--- src/rtl/shift_arbiter.sv ---
// rtl/shift_arbiter.sv - two-port round-robin arbiter sharing one barrel shifter, single-entry result register
// Optional circular shift: define SHIFT_ARB_ROTATE_EN to add req0_rot/req1_rot ports.
module shift_arbiter #(
    parameter int WIDTH = 8,
    localparam int SHW = $clog2(WIDTH)
) (
    input  logic             clk,
    input  logic             rst_n,
    input  logic             req0_valid,
    output logic             req0_ready,
    input  logic [WIDTH-1:0] req0_data,
    input  logic [SHW-1:0]   req0_amt,
    input  logic             req0_dir,
`ifdef SHIFT_ARB_ROTATE_EN
    input  logic             req0_rot,
    input  logic             req1_rot,
`endif
    input  logic             req1_valid,
    output logic             req1_ready,
    input  logic [WIDTH-1:0] req1_data,
    input  logic [SHW-1:0]   req1_amt,
    input  logic             req1_dir,
    output logic             out_valid,
    input  logic             out_ready,
    output logic [WIDTH-1:0] out_data,
    output logic             out_id,
    output logic             busy
);

    logic             out_valid_q, out_valid_d;
    logic [WIDTH-1:0] out_data_q, out_data_d;
    logic             out_id_q, out_id_d;
    logic             rr_ptr_q, rr_ptr_d;

    logic             grant_valid;
    logic             grant_id;
    logic             can_load;
    logic             load;
    logic [WIDTH-1:0] sel_data;
    logic [SHW-1:0]   sel_amt;
    logic             sel_dir;
    logic [WIDTH-1:0] shift_res;

    function automatic logic [WIDTH-1:0] lshift(input logic [WIDTH-1:0] d,
                                                input logic [SHW-1:0]   a,
                                                input logic             dir);
        lshift = dir ? (d >> a) : (d << a);
    endfunction

`ifdef SHIFT_ARB_ROTATE_EN
    logic sel_rot;

    // Rotation via a doubled operand: the wanted bits land in one half after a plain shift.
    function automatic logic [WIDTH-1:0] rshift(input logic [WIDTH-1:0] d,
                                                input logic [SHW-1:0]   a,
                                                input logic             dir);
        logic [2*WIDTH-1:0] dd;
        dd = {d, d};
        if (dir) begin
            dd = dd >> a;
            rshift = dd[WIDTH-1:0];
        end else begin
            dd = dd << a;
            rshift = dd[2*WIDTH-1:WIDTH];
        end
    endfunction
`endif

    always_comb begin
        grant_valid = 1'b0;
        grant_id    = 1'b0;
        case ({req1_valid, req0_valid})
            2'b01: begin grant_valid = 1'b1; grant_id = 1'b0;     end
            2'b10: begin grant_valid = 1'b1; grant_id = 1'b1;     end
            2'b11: begin grant_valid = 1'b1; grant_id = rr_ptr_q; end
            default: begin grant_valid = 1'b0; grant_id = 1'b0;   end
        endcase
    end

    assign can_load   = !out_valid_q || out_ready;
    assign load       = rst_n && can_load && grant_valid;
    assign req0_ready = load && !grant_id;
    assign req1_ready = load && grant_id;

    assign sel_data = grant_id ? req1_data : req0_data;
    assign sel_amt  = grant_id ? req1_amt  : req0_amt;
    assign sel_dir  = grant_id ? req1_dir  : req0_dir;

`ifdef SHIFT_ARB_ROTATE_EN
    assign sel_rot   = grant_id ? req1_rot : req0_rot;
    assign shift_res = sel_rot ? rshift(sel_data, sel_amt, sel_dir)
                               : lshift(sel_data, sel_amt, sel_dir);
`else
    assign shift_res = lshift(sel_data, sel_amt, sel_dir);
`endif

    // A drain with no new grant empties the register but leaves the data in place.
    always_comb begin
        out_valid_d = out_valid_q;
        out_data_d  = out_data_q;
        out_id_d    = out_id_q;
        rr_ptr_d    = rr_ptr_q;
        if (can_load) begin
            out_valid_d = grant_valid;
        end
        if (load) begin
            out_data_d = shift_res;
            out_id_d   = grant_id;
            rr_ptr_d   = ~grant_id;
        end
    end

    always_ff @(posedge clk) begin
        if (!rst_n) begin
            out_valid_q <= 1'b0;
            out_data_q  <= '0;
            out_id_q    <= 1'b0;
            rr_ptr_q    <= 1'b0;
        end else begin
            out_valid_q <= out_valid_d;
            out_data_q  <= out_data_d;
            out_id_q    <= out_id_d;
            rr_ptr_q    <= rr_ptr_d;
        end
    end

    assign out_valid = out_valid_q;
    assign out_data  = out_data_q;
    assign out_id    = out_id_q;
    assign busy      = out_valid_q;

endmodule
--- config.mk ---
export PLATFORM = sky130hd
export DESIGN_NAME = shift_arbiter
export DESIGN_NICKNAME = d
export VERILOG_FILES = /design/src/rtl/shift_arbiter.sv
export SDC_FILE = /design/constraint.sdc
export NUM_CORES = 1
export LEC_CHECK = 0
export CORE_MARGIN = 2
export CORE_UTILIZATION = 40
export CTS_BUF_LIST = sky130_fd_sc_hd__clkbuf_4
export CTS_CLUSTER_DIAMETER = 150
export DETAILED_ROUTE_END_ITERATION = 7
export PLACE_DENSITY = 0.71
export SKIP_LAST_GASP = 1
export SLEW_MARGIN = 20
export SYNTH_ARGS = -nofsm -noshare
export SYNTH_HDL_FRONTEND = slang
export SYNTH_SLANG_ARGS = --single-unit
--- constraint.sdc ---
create_clock -name clk -period 1.7 [get_ports clk]
set_input_delay 0.17 -clock clk [delete_from_list [all_inputs] [get_ports clk]]
set_output_delay 0.17 -clock clk [all_outputs]
set_load 0.03 [all_outputs]
==> report_table.html <==
<table>
<tr><th>Metric</th><th>Value</th></tr>
<tr><th colspan="2">Timing</th></tr>
<tr><td>Setup repair after global routing missed its margin</td><td>true</td></tr>
<tr><td>Aggregate negative setup slack</td><td>-0.1085 ns</td></tr>
<tr><td>Setup ws final</td><td>-0.07598 ns</td></tr>
<tr><td>Final slew viol count</td><td>0</td></tr>
<tr><td>Final Hold Slack</td><td>0.4700 ns</td></tr>
<tr><td>Relative slew slack</td><td>72.22%</td></tr>
<tr><td>Actual slew at the worst max-slew pin</td><td>0.4132 ns</td></tr>
<tr><td>Final critical-path share of the clock period</td><td>104.5%</td></tr>
<tr><td>Final count of negative-setup-slack endpoints</td><td>3</td></tr>
<tr><td>Clock skew after layout</td><td>0.004760 ns</td></tr>
<tr><td>Highest Clock Rate</td><td>563.1 MHz</td></tr>
<tr><td>Post-layout minimum cycle time</td><td>1.776 ns</td></tr>
<tr><td>Number of hold-slack violations in the final timing report</td><td>0</td></tr>
<tr><th colspan="2">Yosys</th></tr>
<tr><td>Dominant synthesized flop cell</td><td>sky130_fd_sc_hd__dfxtp_1</td></tr>
<tr><td>Fraction of the yosys area taken by sequential cells</td><td>14.72%</td></tr>
<tr><td>Async set or reset register ratio after synthesis</td><td>0%</td></tr>
<tr><td>Post-Synthesis Cells</td><td>207</td></tr>
<tr><td>Post-synthesis cell area</td><td>1496 um2</td></tr>
<tr><td>Number of flip-flops and latches in the synthesized netlist</td><td>11</td></tr>
<tr><td>Number of unique standard cell types used by synthesis</td><td>44</td></tr>
<tr><td>Number of enable flip-flop cells after synthesis</td><td>0</td></tr>
<tr><td>Post-synth net total</td><td>236</td></tr>
<tr><td>Mean Syn Cell Area</td><td>7.229 um2</td></tr>
<tr><td>Count of yosys warnings during synthesis</td><td>0</td></tr>
<tr><th colspan="2">Setup path</th></tr>
<tr><td>Sort of element at the end of the critical path</td><td>flip-flop</td></tr>
<tr><td>Data required time at the worst endpoint</td><td>1.86 ns</td></tr>
<tr><td>Crit path max-delay cell type</td><td>sky130_fd_sc_hd__mux2_4</td></tr>
<tr><td>Worst path cell trace</td><td>nand2b_4 &gt; buf_6 &gt; and3_4 &gt; a21o_4 &gt; mux2_4 &gt; a2111oi_4 &gt; o21ai_1</td></tr>
<tr><td>Endpoint of the most critical register-to-register path</td><td>out_data[5]</td></tr>
<tr><td>Launch point of the worst reg-to-reg path</td><td>rr_ptr_q</td></tr>
<tr><td>Worst Reg-to-Reg Cells</td><td>7</td></tr>
<tr><td>Critical Path AT</td><td>1.94 ns</td></tr>
<tr><td>Critical path endpoint</td><td>out_data[5]</td></tr>
<tr><td>Slowest Stage Delay on Critical Path</td><td>0.33 ns</td></tr>
<tr><td>Critical Path Fanout Max</td><td>4</td></tr>
<tr><td>Category of the most critical setup path</td><td>flip-flop to flip-flop</td></tr>
<tr><td>CP Launch Type</td><td>flip-flop</td></tr>
<tr><td>FF-to-FF setup slack</td><td>-0.08 ns</td></tr>
<tr><td>Critical path startpoint</td><td>rr_ptr_q</td></tr>
<tr><th colspan="2">Detailed routing</th></tr>
<tr><td>Final WL</td><td>5969 um</td></tr>
<tr><td>Remaining routing DRC violations</td><td>0</td></tr>
<tr><td>Post-DRT Antenna Nets</td><td>0</td></tr>
<tr><td>Number of vias after detailed routing</td><td>2013</td></tr>
<tr><td>Detailed Routing Iterations Pass 1</td><td>4</td></tr>
<tr><td>Via density per instance</td><td>5.670</td></tr>
<tr><td>Drt wl/cell</td><td>16.81 um</td></tr>
<tr><td>Number of DRC markers after the initial detailed-route iteration</td><td>147</td></tr>
<tr><th colspan="2">Placement</th></tr>
<tr><td>Number of input and output port buffers inserted</td><td>41</td></tr>
<tr><td>Post-DP HPWL</td><td>4773 um</td></tr>
<tr><td>Placer Congestion</td><td>0.9456</td></tr>
<tr><td>Cells after DPL</td><td>349</td></tr>
<tr><td>Worst slack after detailed placement</td><td>-0.5154 ns</td></tr>
<tr><td>Post-place instance area</td><td>2421 um2</td></tr>
<tr><th colspan="2">Clock network</th></tr>
<tr><td>Clock Sink Count</td><td>11</td></tr>
<tr><td>TritonCTS clock tree</td><td>built</td></tr>
<tr><td>Clock root buffer</td><td>sky130_fd_sc_hd__clkbuf_4</td></tr>
<tr><td>Post-CTS Hold Fix Bufs</td><td>0</td></tr>
<tr><td>Reg clk slew, reported paths</td><td>0.07 ns</td></tr>
<tr><td>Worst skew pair latency</td><td>0.27 ns</td></tr>
<tr><td>Maximum clock path buffer count</td><td>2</td></tr>
<tr><td>CTS Buf Count</td><td>3</td></tr>
<tr><td>H-Tree Depth</td><td>1</td></tr>
<tr><th colspan="2">Die</th></tr>
<tr><td>Area of the core</td><td>3633 um2</td></tr>
<tr><td># rows</td><td>22</td></tr>
<tr><td>I/O pin total</td><td>42</td></tr>
<tr><td>Die outline width</td><td>65.17 um</td></tr>
<tr><td>Effective utilization at floorplan</td><td>41.18%</td></tr>
<tr><td>Die height</td><td>65.17 um</td></tr>
<tr><td>Area of the die</td><td>4246 um2</td></tr>
<tr><th colspan="2">Min path</th></tr>
<tr><td>Hold wc startpoint</td><td>out_data[3]</td></tr>
<tr><td>Min-delay worst type</td><td>flip-flop to flip-flop</td></tr>
<tr><td>Cell depth of the worst hold path</td><td>2</td></tr>
<tr><th colspan="2">Layout</th></tr>
<tr><td>Area of all placed cells without fillers</td><td>2633 um2</td></tr>
<tr><td>Fraction of layout instances using a drive strength above 1</td><td>36.16%</td></tr>
<tr><td>Utilization of the core after routing</td><td>72.45%</td></tr>
<tr><td>Most common library cell in the layout ignoring fill and taps</td><td>sky130_fd_sc_hd__buf_4</td></tr>
<tr><td>Total Nets Final</td><td>337</td></tr>
<tr><td>Fillers</td><td>314</td></tr>
<tr><td>Final cell count without fillers</td><td>355</td></tr>
<tr><td>Commonest cells after routing, fill and taps aside</td><td>68 x sky130_fd_sc_hd__buf_4, 34 x sky130_fd_sc_hd__clkdlybuf4s50_1, 21 x sky130_fd_sc_hd__a21oi_1</td></tr>
<tr><td>Total inserted antenna cells</td><td>0</td></tr>
<tr><td>Synthesis-to-layout area growth</td><td>75.92%</td></tr>
<tr><th colspan="2">Global route</th></tr>
<tr><td>Antenna violations before repair</td><td>0</td></tr>
<tr><td>Maximum number of pins on one net before global-route repair</td><td>16</td></tr>
<tr><td>Combined global-route utilization of all metal layers</td><td>28.03%</td></tr>
<tr><td>Via count of the first global-routing pass</td><td>1913</td></tr>
<tr><td>Remaining Overflow, GRT</td><td>0</td></tr>
<tr><td>Global-route wire length before repair</td><td>9204 um</td></tr>
<tr><th colspan="2">Power</th></tr>
<tr><td>Power density cells</td><td>492.5 nW/um2</td></tr>
<tr><td>Leakage power total</td><td>1.121 nW</td></tr>
<tr><td>Sum of internal, switching and leakage power</td><td>1.297 mW</td></tr>
<tr><td>Max rail drop VDD</td><td>0.3765 mV</td></tr>
<tr><th colspan="2">Run status</th></tr>
<tr><td>Failing checks</td><td>negative setup slack</td></tr>
<tr><td>Result of the run</td><td>finished with violations</td></tr>
<tr><th colspan="2">Run</th></tr>
<tr><td>Max Cap Viol</td><td>0</td></tr>
</table>
## layout make-up
cell class                 count  area, um2  area share, %
tap                           48      60.06          2.281
sequential                    11      221.5          8.413
timing repair buffer         114      980.9          37.26
clock buffer                   4      30.03          1.141
inverter                       2      7.507         0.2852
multi-input combinational    176       1333          50.62
## critical path, delay by kind of cell, from the launching register on
kind | cells | cell delay (ns)
compound gates | 3 | 0.58
buf+inv | 1 | 0.12
flops | 1 | 0.32
mux | 1 | 0.33
simple gates | 2 | 0.31
## logic make-up after synthesis
logic type             synth area share, %
AND/OR/NAND/NOR                      27.01
AO/OA/AOI/OAI                        35.54
multiplexers                         16.22
buffers and inverters                6.521
flip-flops                           14.72
## synthesized netlist by cell type, types with 3 or more instances
cell type | number | share of area, %
sky130_fd_sc_hd__nand4_1 | 3 | 1.3
sky130_fd_sc_hd__nor2_1 | 14 | 3.5
sky130_fd_sc_hd__a31oi_1 | 9 | 3.8
sky130_fd_sc_hd__nand2b_1 | 7 | 2.9
sky130_fd_sc_hd__dfxtp_1 | 11 | 15
sky130_fd_sc_hd__a21o_1 | 4 | 2.0
sky130_fd_sc_hd__o21ai_0 | 16 | 5.4
sky130_fd_sc_hd__nor2b_1 | 14 | 5.9
sky130_fd_sc_hd__nand3b_1 | 3 | 1.5
sky130_fd_sc_hd__a2111oi_0 | 3 | 1.8
sky130_fd_sc_hd__mux2i_1 | 16 | 11
sky130_fd_sc_hd__nand3_1 | 7 | 2.3
sky130_fd_sc_hd__clkbuf_1 | 9 | 2.3
sky130_fd_sc_hd__and2_1 | 3 | 1.3
sky130_fd_sc_hd__a211oi_1 | 10 | 5.0
sky130_fd_sc_hd__a21oi_1 | 24 | 8.0
sky130_fd_sc_hd__nand2_1 | 12 | 3.0
sky130_fd_sc_hd__buf_2 | 6 | 2.0
## flip-flops by register name (all words and copies together), names as in the netlist
name      count
busy          1
out_data      8
rr_ptr_q      1
out_id        1
## worst min path at each step
stage	end	slack [ns]
2_1_floorplan	busy	0.36
3_3_place_gp	out_data[5]	0.45
3_5_place_dp	out_data[5]	0.46
4_1_cts	out_data[1]	0.48
5_1_grt	out_data[5]	0.49
6_report	out_data[3]	0.47
## metal layers
layer	part of all wire [%]	vias up	wire length [um]	GRT usage, %
met5	0	-	0	0
met4	2.5	0	147	9.115
met3	7.6	14	453	4.110
met2	45	94	2676	44.64
met1	45	910	2691	38.88
li1	-	995	-	-
## power breakdown
| part | internal [mW] | switching [mW] |
|---|---|---|
| Sequential | 0.286 | 0.0153 |
| Clock | 0.107 | 0.0896 |
| Combinational | 0.402 | 0.397 |
## repair_timing
action                                 4_1_cts  5_1_grt
setup endpoints to repair                   10       10
pin swaps                                    5       11
gates resized for setup                     21       24
endpoints found under the hold margin        0        0
buffers inserted                             2        1
Note: power is estimated with default switching activity, not from simulation.
